==> config.mk <==
export PLATFORM = sky130hd
export DESIGN_NAME = imem_loader
export DESIGN_NICKNAME = d
export VERILOG_FILES = /design/src/rtl/imem_loader.sv
export SDC_FILE = /design/constraint.sdc
export NUM_CORES = 1
export LEC_CHECK = 0
export ABC_AREA = 1
export CAP_MARGIN = 20
export CORE_MARGIN = 2
export CORE_UTILIZATION = 30
export CTS_CLUSTER_SIZE = 16
export DETAILED_ROUTE_END_ITERATION = 6
export DONT_BUFFER_PORTS = 1
export GPL_TIMING_DRIVEN = 0
export HOLD_SLACK_MARGIN = 0.1
export MAX_ROUTING_LAYER = met4
export PLACE_DENSITY = 0.41
export SYNTH_ARGS = -nofsm -noshare
export SYNTH_HDL_FRONTEND = slang
export SYNTH_SLANG_ARGS = --single-unit
==> constraint.sdc <==
create_clock -name clk -period 4.25 [get_ports clk]
set_input_delay 0.425 -clock clk [delete_from_list [all_inputs] [get_ports clk]]
set_output_delay 0.425 -clock clk [all_outputs]
set_load 0.01 [all_outputs]
==> src/rtl/imem_loader.sv <==
// imem_loader: packs a framed byte stream (MAGIC, LEN_LO, LEN_HI, data) into 32-bit imem writes and holds the core in reset while loading.
// Latency: each word is written the cycle after its 4th byte arrives, and status settles one cycle after the frame ends. Build option LOADER_CHECKSUM_EN adds a trailing checksum byte.
// Backpressure: none; in_ready is always high, so a byte can be taken every cycle.
module imem_loader #(
   parameter int          FW_LENGTH = 8,
   parameter logic [31:0] BASE_ADDR = 32'h0,
   parameter logic [7:0]  MAGIC     = 8'hA5
) (
   input  logic        clk,
   input  logic        rst_n,
   input  logic        clear,
   input  logic        in_valid,
   input  logic [7:0]  in_data,
   output logic        in_ready,
   output logic        wr_en,
   output logic [31:0] wr_addr,
   output logic [31:0] wr_data,
   output logic        cpu_rst_n,
   output logic        busy,
   output logic        done,
   output logic        error
);

   typedef enum logic [2:0] {
      S_IDLE, S_LEN_LO, S_LEN_HI, S_DATA, S_CSUM, S_DONE, S_ERR
   } state_t;

   localparam logic [31:0] MAX_LEN = 32'(FW_LENGTH);
`ifdef LOADER_CHECKSUM_EN
   localparam state_t S_AFTER_DATA = S_CSUM;
`else
   localparam state_t S_AFTER_DATA = S_DONE;
`endif

   state_t      state, state_nxt;
   logic [7:0]  len_lo;
   logic [15:0] len;
   logic [15:0] word_idx;
   logic [1:0]  byte_idx;
   logic [23:0] asm_q;

   logic        wr_en_nxt, cpu_rst_n_nxt, busy_nxt, done_nxt, error_nxt;
   logic [31:0] wr_addr_nxt, wr_data_nxt;

   logic        acc, start, word_done;
   logic [15:0] len_w;

   assign in_ready  = 1'b1;
   assign acc       = in_valid & in_ready;
   assign len_w     = {in_data, len_lo};
   assign start     = acc && (in_data == MAGIC) && (state == S_IDLE || state == S_DONE);
   assign word_done = acc && (state == S_DATA) && (byte_idx == 2'd3);

`ifdef LOADER_CHECKSUM_EN
   logic [7:0] sum_q;
   logic       csum_ok;
   assign csum_ok = (sum_q + in_data) == 8'h00;

   always_ff @(posedge clk or negedge rst_n) begin
      if (!rst_n)
         sum_q <= 8'h00;
      else if (!clear && acc && state == S_LEN_HI)
         sum_q <= 8'h00;
      else if (!clear && acc && state == S_DATA)
         sum_q <= sum_q + in_data;
   end
`endif

   always_ff @(posedge clk or negedge rst_n) begin
      if (!rst_n)
         state <= S_IDLE;
      else
         state <= state_nxt;
   end

   always_comb begin
      state_nxt = state;
      if (clear) begin
         state_nxt = S_IDLE;
      end else if (acc) begin
         case (state)
            S_IDLE, S_DONE: if (in_data == MAGIC) state_nxt = S_LEN_LO;
            S_LEN_LO:       state_nxt = S_LEN_HI;
            S_LEN_HI: begin
               if ({16'h0, len_w} > MAX_LEN) state_nxt = S_ERR;
               else if (len_w == 16'h0)      state_nxt = S_AFTER_DATA;
               else                          state_nxt = S_DATA;
            end
            S_DATA: if (byte_idx == 2'd3 && word_idx == len - 16'd1) state_nxt = S_AFTER_DATA;
`ifdef LOADER_CHECKSUM_EN
            S_CSUM: state_nxt = csum_ok ? S_DONE : S_ERR;
`endif
            default: ;
         endcase
      end
   end

   // busy doubles as the "first cycle in DONE" marker, so completion status lands one cycle after entry.
   always_comb begin
      wr_en_nxt     = 1'b0;
      wr_addr_nxt   = wr_addr;
      wr_data_nxt   = wr_data;
      cpu_rst_n_nxt = cpu_rst_n;
      busy_nxt      = busy;
      done_nxt      = done;
      error_nxt     = error;
      if (clear) begin
         busy_nxt  = 1'b0;
         done_nxt  = 1'b0;
         error_nxt = 1'b0;
      end else begin
         if (start) begin
            busy_nxt      = 1'b1;
            cpu_rst_n_nxt = 1'b0;
            done_nxt      = 1'b0;
            error_nxt     = 1'b0;
         end else if (state_nxt == S_ERR && state != S_ERR) begin
            busy_nxt  = 1'b0;
            error_nxt = 1'b1;
         end else if (state == S_DONE && busy) begin
            busy_nxt      = 1'b0;
            done_nxt      = 1'b1;
            cpu_rst_n_nxt = 1'b1;
         end
         if (word_done) begin
            wr_en_nxt   = 1'b1;
            wr_addr_nxt = BASE_ADDR + {14'd0, word_idx, 2'b00};
            wr_data_nxt = {in_data, asm_q};
         end
      end
   end

   always_ff @(posedge clk or negedge rst_n) begin
      if (!rst_n) begin
         wr_en     <= 1'b0;
         wr_addr   <= BASE_ADDR;
         wr_data   <= 32'h0;
         cpu_rst_n <= 1'b1;
         busy      <= 1'b0;
         done      <= 1'b0;
         error     <= 1'b0;
      end else begin
         wr_en     <= wr_en_nxt;
         wr_addr   <= wr_addr_nxt;
         wr_data   <= wr_data_nxt;
         cpu_rst_n <= cpu_rst_n_nxt;
         busy      <= busy_nxt;
         done      <= done_nxt;
         error     <= error_nxt;
      end
   end

   always_ff @(posedge clk or negedge rst_n) begin
      if (!rst_n) begin
         len_lo   <= 8'h0;
         len      <= 16'h0;
         word_idx <= 16'h0;
         byte_idx <= 2'd0;
         asm_q    <= 24'h0;
      end else if (!clear && acc) begin
         case (state)
            S_LEN_LO: len_lo <= in_data;
            S_LEN_HI: begin
               len      <= len_w;
               word_idx <= 16'h0;
               byte_idx <= 2'd0;
            end
            S_DATA: begin
               asm_q    <= {in_data, asm_q[23:8]};
               byte_idx <= byte_idx + 2'd1;
               if (byte_idx == 2'd3) word_idx <= word_idx + 16'd1;
            end
            default: ;
         endcase
      end
   end

endmodule

==> results.md, run 1 <==
- Placeable Area: between 15000 and 20000 sq um
- Pwr/cell area: between 400 and 500 nW/um^2
- Worst-path clk slew: around 0.060 ns
- Final Hold Fails: 0
- Commonest cells in the netlist: nand2_1 (211), dfrtp_1 (121), o21ai_0 (98), inv_1 (71), nor2_1 (56)
- R2R depth: 14
- Std cell rows: 50
- Die Wd: 142.5 um
- Maximum clock insertion buffer count: 2
- RSZ-0062 raised after global routing: false
- Filler cells: 1962
- Post-route ant nets: 0
- Die height: 142.5 um
- Hold Path Depth: 3
- Ant diodes: 0
- Design area: between 6000 and 7000 sq um
- Slew HR: ~57%
- Nature of the critical path startpoint: flop
- H-tree levels: 4
- Syn avg cell area: between 8 and 9 sq um
- IO Count: slightly above 80
- Post-Route Setup TNS: 0 ns
- Cells after Synth: 698
- RR Startpoint: state[2]
- Ys flop type: dfrtp_1
- Wire length per cell: between 15 and 20 um
- 1st-pass router iterations: 4
- Max-slew violations: 0
- Final Cycle Share: between 50% and 60%
- PortBufs: 0
- Yosys warns: 0
- Worst Hold Class: input port to flop
- GRT Overall Usage: around 16%
- Gpl congestion: roughly 0.84
- VDD IR max: 284.7 uV
- Setup CP Type: flop to flop
- DR vias/cell: approximately 4.5
- EDFF count, synth: 0
- DRC: 0
- Initial core utilization: a little over 30%
- Area Overhead vs Synth: 17.14%
- Initial antenna violation count: 0
- Data arrival, critical path: between 2 and 3 ns
- Reg2reg end: word_idx[12]
- Register-to-register setup slack: ~1.8 ns
- Drt first-iter violations: roughly 170
- Critical path startpoint: state[2]
- Hold_sp: clear
- Dpl hpwl: around 11000 um
- Placement Cell Area: 6101 sq um
- Synthesized flop and latch total: 122
- CTS tree: yes
- Clock Latency Late Sink: about 0.42 ns
- Postcts setup bufs: 0
- Max-cap check violation count: 0
- Syn Std Cell Area: 5752 sq um
- Sequential area share after synthesis: a little over half
- Final setup viols: 0
- Global-route wire length before repair: ~24000 um
- Post-synth top area share: about 53%
- Sink Count: around 120
- Post-route minimum period: about 2.4 ns
- CTS buffer count: 17
- Largest net degree at the start of global routing: approximately 120
- Leakage: 3.277 nW
- WL final: between 10000 and 15000 um
- Top cells by area, synth: dfrtp_1 (53%), nand2_1 (14%), o21ai_0 (8.5%), inv_1 (4.6%), nor2_1 (3.7%)
- Final Skew: approximately 0.0083 ns
- Peak fanout along the critical path: 7
- FFs w/ async S/R, synth: between 90% and 100%
- Via count: ~4400
- Hold Slack: approximately 0.18 ns
- CP required: around 4.6 ns
- Count leader, synth: nand2_1
- Slew @ Worst Pin: around 0.65 ns
- Die Area: 20300 sq um
- Yosys top cell by area: dfrtp_1
- Number of global-route vias before repair: between 4000 and 5000
- Gr ovfl total: 0
- Max Freq: around 410 MHz
- Share of layout cells above drive strength 1: 10.31%
- Status: finished, final reports clean
- Crit path capture type: flop
- CTS root buf: clkbuf_16
- Synth cell types: 37
- PostCTS Resize Cnt: 0
- Final #Nets: around 750
- Worst Hold End: state[2]
==> layout by cell type, fill, tap and decap left out, drive strengths merged <==
master,count
xnor2,4
nor2,66
and2,1
nand2,216
clkinv,3
clkinvlp,3
xor2,10
a21oi,15
a211oi,1
nand4,6
clkbuf,36
nand3b,3
inv,82
o21ai,100
a21boi,1
bufinv,2
dfrtp,121
buf,20
or3,1
o211ai,1
nor3b,1
nand3,20
dlygate4sd3,1
nor4,2
nor3,9
a31oi,1
ha,3
dfstp,1
conb,17
==> through the flow <==
stage               cells  utilization, %  power [mW]  setup slack (ns)
finish                981           35.90       3.180             1.839
global route          981           35.90       3.352             1.486
CTS                   981           35.90       3.219             1.776
detailed placement    947           32.51       1.705             1.802
global placement      947           32.51       1.703             1.834
floorplan             713               -       1.610             2.290
==> worst max path at each step <==
stage                     slack [ns]  depth (start not counted)            to
after CTS                       1.78                         14  word_idx[12]
after global placement          1.83                         14  word_idx[12]
after detailed placement        1.80                         14  word_idx[12]
after floorplan                 2.29                         14  word_idx[12]
after global routing            1.49                         14          busy
final                           1.84                         14  word_idx[12]
==> state kept, by name, summed over array words and instances (netlist names) <==
register,cells
wr_en,1
len,16
asm_q,24
done,1
cpu_rst_n,1
word_idx,16
byte_idx,2
busy,1
wr_data,32
wr_addr,16
error,1
state,3
len_lo,8
==> repair_timing <==
item,CTS,global route
hold buffers,2,0
setup endpoints to repair,0,0
hold endpoints to repair,122,0
==> cells by family after synthesis <==
logic type / share of synthesized area [%]
compound gates: 10.51
xor+xnor: 2.132
fa+ha+maj: 0.6527
buf+inv: 8.505
flops: 53.10
other cells: 0.1306
simple gates: 24.97
==> area by class of cell <==
class	instances	area (sq um)	share of cell area, %
Sequential cell	122	3054	45.33
Multi-Input combinational cell	478	2265	33.61
Clock buffer	18	439.2	6.518
Tap cell	234	292.8	4.345
Inverter	76	285.3	4.234
Buffer	37	203.9	3.027
Clock inverter	14	160.2	2.377
Timing Repair Buffer	2	37.54	0.5571
==> report_power, final <==
| group | leakage (nW) | internal, mW | switching, mW |
|---|---|---|---|
| sequential | 1.68 | 1.22 | 0.0712 |
| clock | 0.286 | 0.892 | 0.579 |
| combinational | 1.31 | 0.146 | 0.273 |
==> layer usage <==
layer / vias up / wire length (um) / GRT usage [%] / share of wire, %
li1: 2254 / - / - / -
met1: 2084 / 7173 / 21.12 / 49
met2: 90 / 6711 / 23.94 / 45
met3: 14 / 739 / 4.677 / 5.0
met4: 0 / 159 / 4.742 / 1.1
met5: - / 0 / - / 0
==> critical path, cell delays in order (launching register included) <==
cell and delay (ns):
dfrtp_1 0.42, inv_2 0.16, nand2_4 0.09, nor2_8 0.15
nand2_4 0.09, nor2_4 0.20, nor2_4 0.10, nor3_4 0.15
nand3_1 0.16, nor3_2 0.25, nand2_1 0.15, nor3_2 0.17
nand2_1 0.07, nand2_1 0.08, a21oi_1 0.07
No activity file was read; power rests on OpenSTA's default activity.
==> inputs of run 2 (changes only) <==
- clock period: 4.25 -> 2.3 ns (I/O delays scaled with it)
==> run 2 against run 1 <==
Against the previous run:
- hold slack got worse by 0.68 ns
- clock skew rose by 0.0014 ns
- via count rose by 2.9%
- the flow now finishes with violations (hold timing)
- sequential share of layout area fell by 2.3 points
- flip-flop and latch count did not move
==> results.md, run 2 (same netlist as run 1, synthesis figures left out) <==
- Status: finished, violations left
- Failing checks: hold timing
- GRT Overall Usage: 16.23% (+0.21 points)
- Internal power: 4.260 mW (+89%)
- Setup CP Type: flop to flop
- Crit path top cell by count: nand2_1
- Gr ovfl total: 0 (unchanged)
- Nature of the critical path startpoint: flop
- Most frequent cells in the layout: nand2_1 (204), dfrtp_1 (115), o21ai_0 (97)
- CTS tree: yes
- Share of layout cells above drive strength 1: 17.55% (+7.2 points)
- Register name with the most flops: wr_data
- Post-route ant nets: 0 (unchanged)
- Ant diodes: 0 (unchanged)
- PortBufs: 0 (unchanged)
- Largest stage delay, worst path: 0.55 ns (+0.13 ns)
- RR Startpoint: state[2]
- Slew HR: 63.90% (+7.1 points)
- Worst Hold Class: input port to asynchronous set/reset pin
- Std cell rows: 50 (unchanged)
- 1st-pass router iterations: 5 (+1)
- Via count: 4572 (+2.9%)
- CTS buffer count: 17 (unchanged)
- Initial antenna violation count: 0 (unchanged)
- IO Count: 82 (unchanged)
- Sink Count: 122 (unchanged)
- Drt first-iter violations: 165 (unchanged)
- Filler cells: 1951 (-0.56%)
- Clock Power Share: 45.2% (-1.0 points)
- Placeable Area: 18770 sq um (unchanged)
- Buffers & Inverters on Critical Path: 4 (+3)
- Sw Ratio: 29.18% (+0.14 points)
- CP required: 2.62 ns (-1.93 ns)
- Largest net degree at the start of global routing: 123 (unchanged)
- Slew @ Worst Pin: 0.5414 ns (-0.1064 ns)
- Storage cell area: 3062 sq um (+0.25%)
- Maximum clock insertion buffer count: 2 (unchanged)
- Placement Cell Area: 6101 sq um (unchanged)
- Dpl hpwl: 10830 um (unchanged)
- WL final: 15120 um (+2.3%)
- Worst-path clk slew: 0.06 ns (about the same)
- VDD IR max: 532.8 uV (+87%)
- CTS root buf: clkbuf_16
- Number of global-route vias before repair: 4551 (+1.2%)
- Top Registers: wr_data x32, asm_q x24
- Hold Slack: -0.4983 ns (-0.6753 ns)
- Die Area: 20300 sq um (unchanged)
- Net Switching: 1.755 mW (+90%)
- Max reg flops: 32 (unchanged)
- Design Power: 6.015 mW (+89%)
- Register-to-register setup slack: 0.08 ns (-1.76 ns)
- Design area: 7109 sq um (+5.5%)
- DRC: 0 (unchanged)
- Die Wd: 142.5 um (unchanged)
- Gpl congestion: 0.8381 (unchanged)
- Initial core utilization: 30.65% (unchanged)
- Area of the multi-input gates: 2417 sq um (+6.7%)
- Final Skew: 0.009715 ns (+0.001401 ns)
- Max Freq: 449.7 MHz (+8.4%)
- Flop pwr share: 39.9% (-0.7 points)
- Global-route wire length before repair: 24550 um (+1.4%)
- Post-Route Setup TNS: 0 ns (unchanged)
- R2R depth: 14 (unchanged)
- Peak fanout along the critical path: 5 (-2)
- Final #Nets: 777 (+3.7%)
- Post-route minimum period: 2.224 ns (-0.1878 ns)
- Wire length per cell: 14.99 um (-0.57%)
- Final Cycle Share: 96.67% (+40 points)
- Max-cap check violation count: 0 (unchanged)
- Final setup viols: 0 (unchanged)
- Hold-fix buffers, CTS: 7 (+5)
- Leakage: 3.454 nW (+5.4%)
- RSZ-0062 raised after global routing: true
- Reg2reg end: busy
- CP top delay family: buffers and inverters
- Pwr/cell area: 846.0 nW/um^2 (+79%)
- DR vias/cell: 4.531 (about the same)
- Crit path capture type: flop
- H-tree levels: 4 (unchanged)
- Comb power frac: 14.9% (+1.7 points)
- Area Overhead vs Synth: 23.60%
- Most common cell after layout, fill and taps aside: nand2_1
- Max-slew violations: 0 (unchanged)
- Clock Latency Late Sink: 0.42 ns (about the same)
- Slowest-stage cell, CP: dlygate4sd3_1
- Data arrival, critical path: 2.54 ns (-0.18 ns)
- Die height: 142.5 um (unchanged)
- Final Hold Fails: 122 (+122)
- Crit path cell chain: inv_2 > buf_4 > buf_4 > nor2_4 > nor2_2 > nor2_1 > nor2_1 > dlygate4sd3_1 > nand2_1 > nand2_1 > nor2_1 > nand3_1 > nand2_1 > nand2_1
run 2: worst max path at each step:
| stage | startpoint | end | slack [ns] | cells past startpoint |
|---|---|---|---|---|
| final | state[2] | busy | 0.08 | 14 |
| after detailed placement | state[2] | word_idx[12] | -0.15 | 14 |
| after floorplan | state[2] | word_idx[12] | 0.34 | 14 |
| after global routing | state[2] | word_idx[13] | -0.08 | 15 |
| after CTS | clear | word_idx[12] | 0.01 | 13 |
| after global placement | state[2] | word_idx[12] | -0.12 | 14 |
run 2: power by group through the flow:
stage	Sequential [mW]	Clock, mW	Combinational, mW
after floorplan	2.38	0	0.594
after global placement	2.42	0	0.726
after detailed placement	2.42	0	0.727
after CTS	2.39	2.78	0.771
after global routing	2.42	2.89	1.02
final	2.40	2.72	0.897
run 2: repair_timing:
item | 4_1_cts | 5_1_grt
gates resized for setup | 10 | 47
pin swaps | 2 | 21
setup endpoints to repair | 17 | 20
endpoints found under the hold margin | 139 | 122
buffers inserted | 3 | 20
run 2: area by class of cell:
type | instances | share of cell area [%]
Sequential cell | 122 | 43.07
Multi-Input combinational cell | 478 | 34.00
Clock buffer | 18 | 6.177
Tap cell | 234 | 4.118
Inverter | 76 | 4.048
Timing Repair Buffer | 30 | 3.414
Buffer | 37 | 2.922
Clock inverter | 14 | 2.253
run 2: metal layers:
| metal | vias to the layer above | wire length (um) | GRT usage [%] |
|---|---|---|---|
| met2 | 96 | 6897 | 24.22 |
| met3 | 18 | 684 | 4.475 |
| met1 | 2146 | 7343 | 21.57 |
| met4 | 0 | 195 | 4.898 |
| li1 | 2312 | - | - |
| met5 | - | 0 | - |
run 2: per-stage QoR:
stage / instances / worst slack, ns / utilization [%] / hold WS, ns
floorplan: 713 / 0.3398 / - / -0.06559
global placement: 947 / -0.1163 / 32.51 / -0.06065
detailed placement: 947 / -0.1481 / 32.51 / -0.05983
CTS: 989 / 0.01013 / 36.35 / -0.5153
global route: 1009 / -0.08222 / 37.88 / -0.5258
finish: 1009 / 0.07649 / 37.88 / -0.4983
run 2: worst reg2reg max path, stage by stage (launching register included):
cell           delay (ns)
dfrtp_2              0.40
inv_2                0.06
buf_4                0.13
buf_4                0.15
nor2_4               0.12
nor2_2               0.06
nor2_1               0.08
nor2_1               0.04
dlygate4sd3_1        0.55
nand2_1              0.09
nand2_1              0.06
nor2_1               0.09
nand3_1              0.13
nand2_1              0.09
nand2_1              0.04
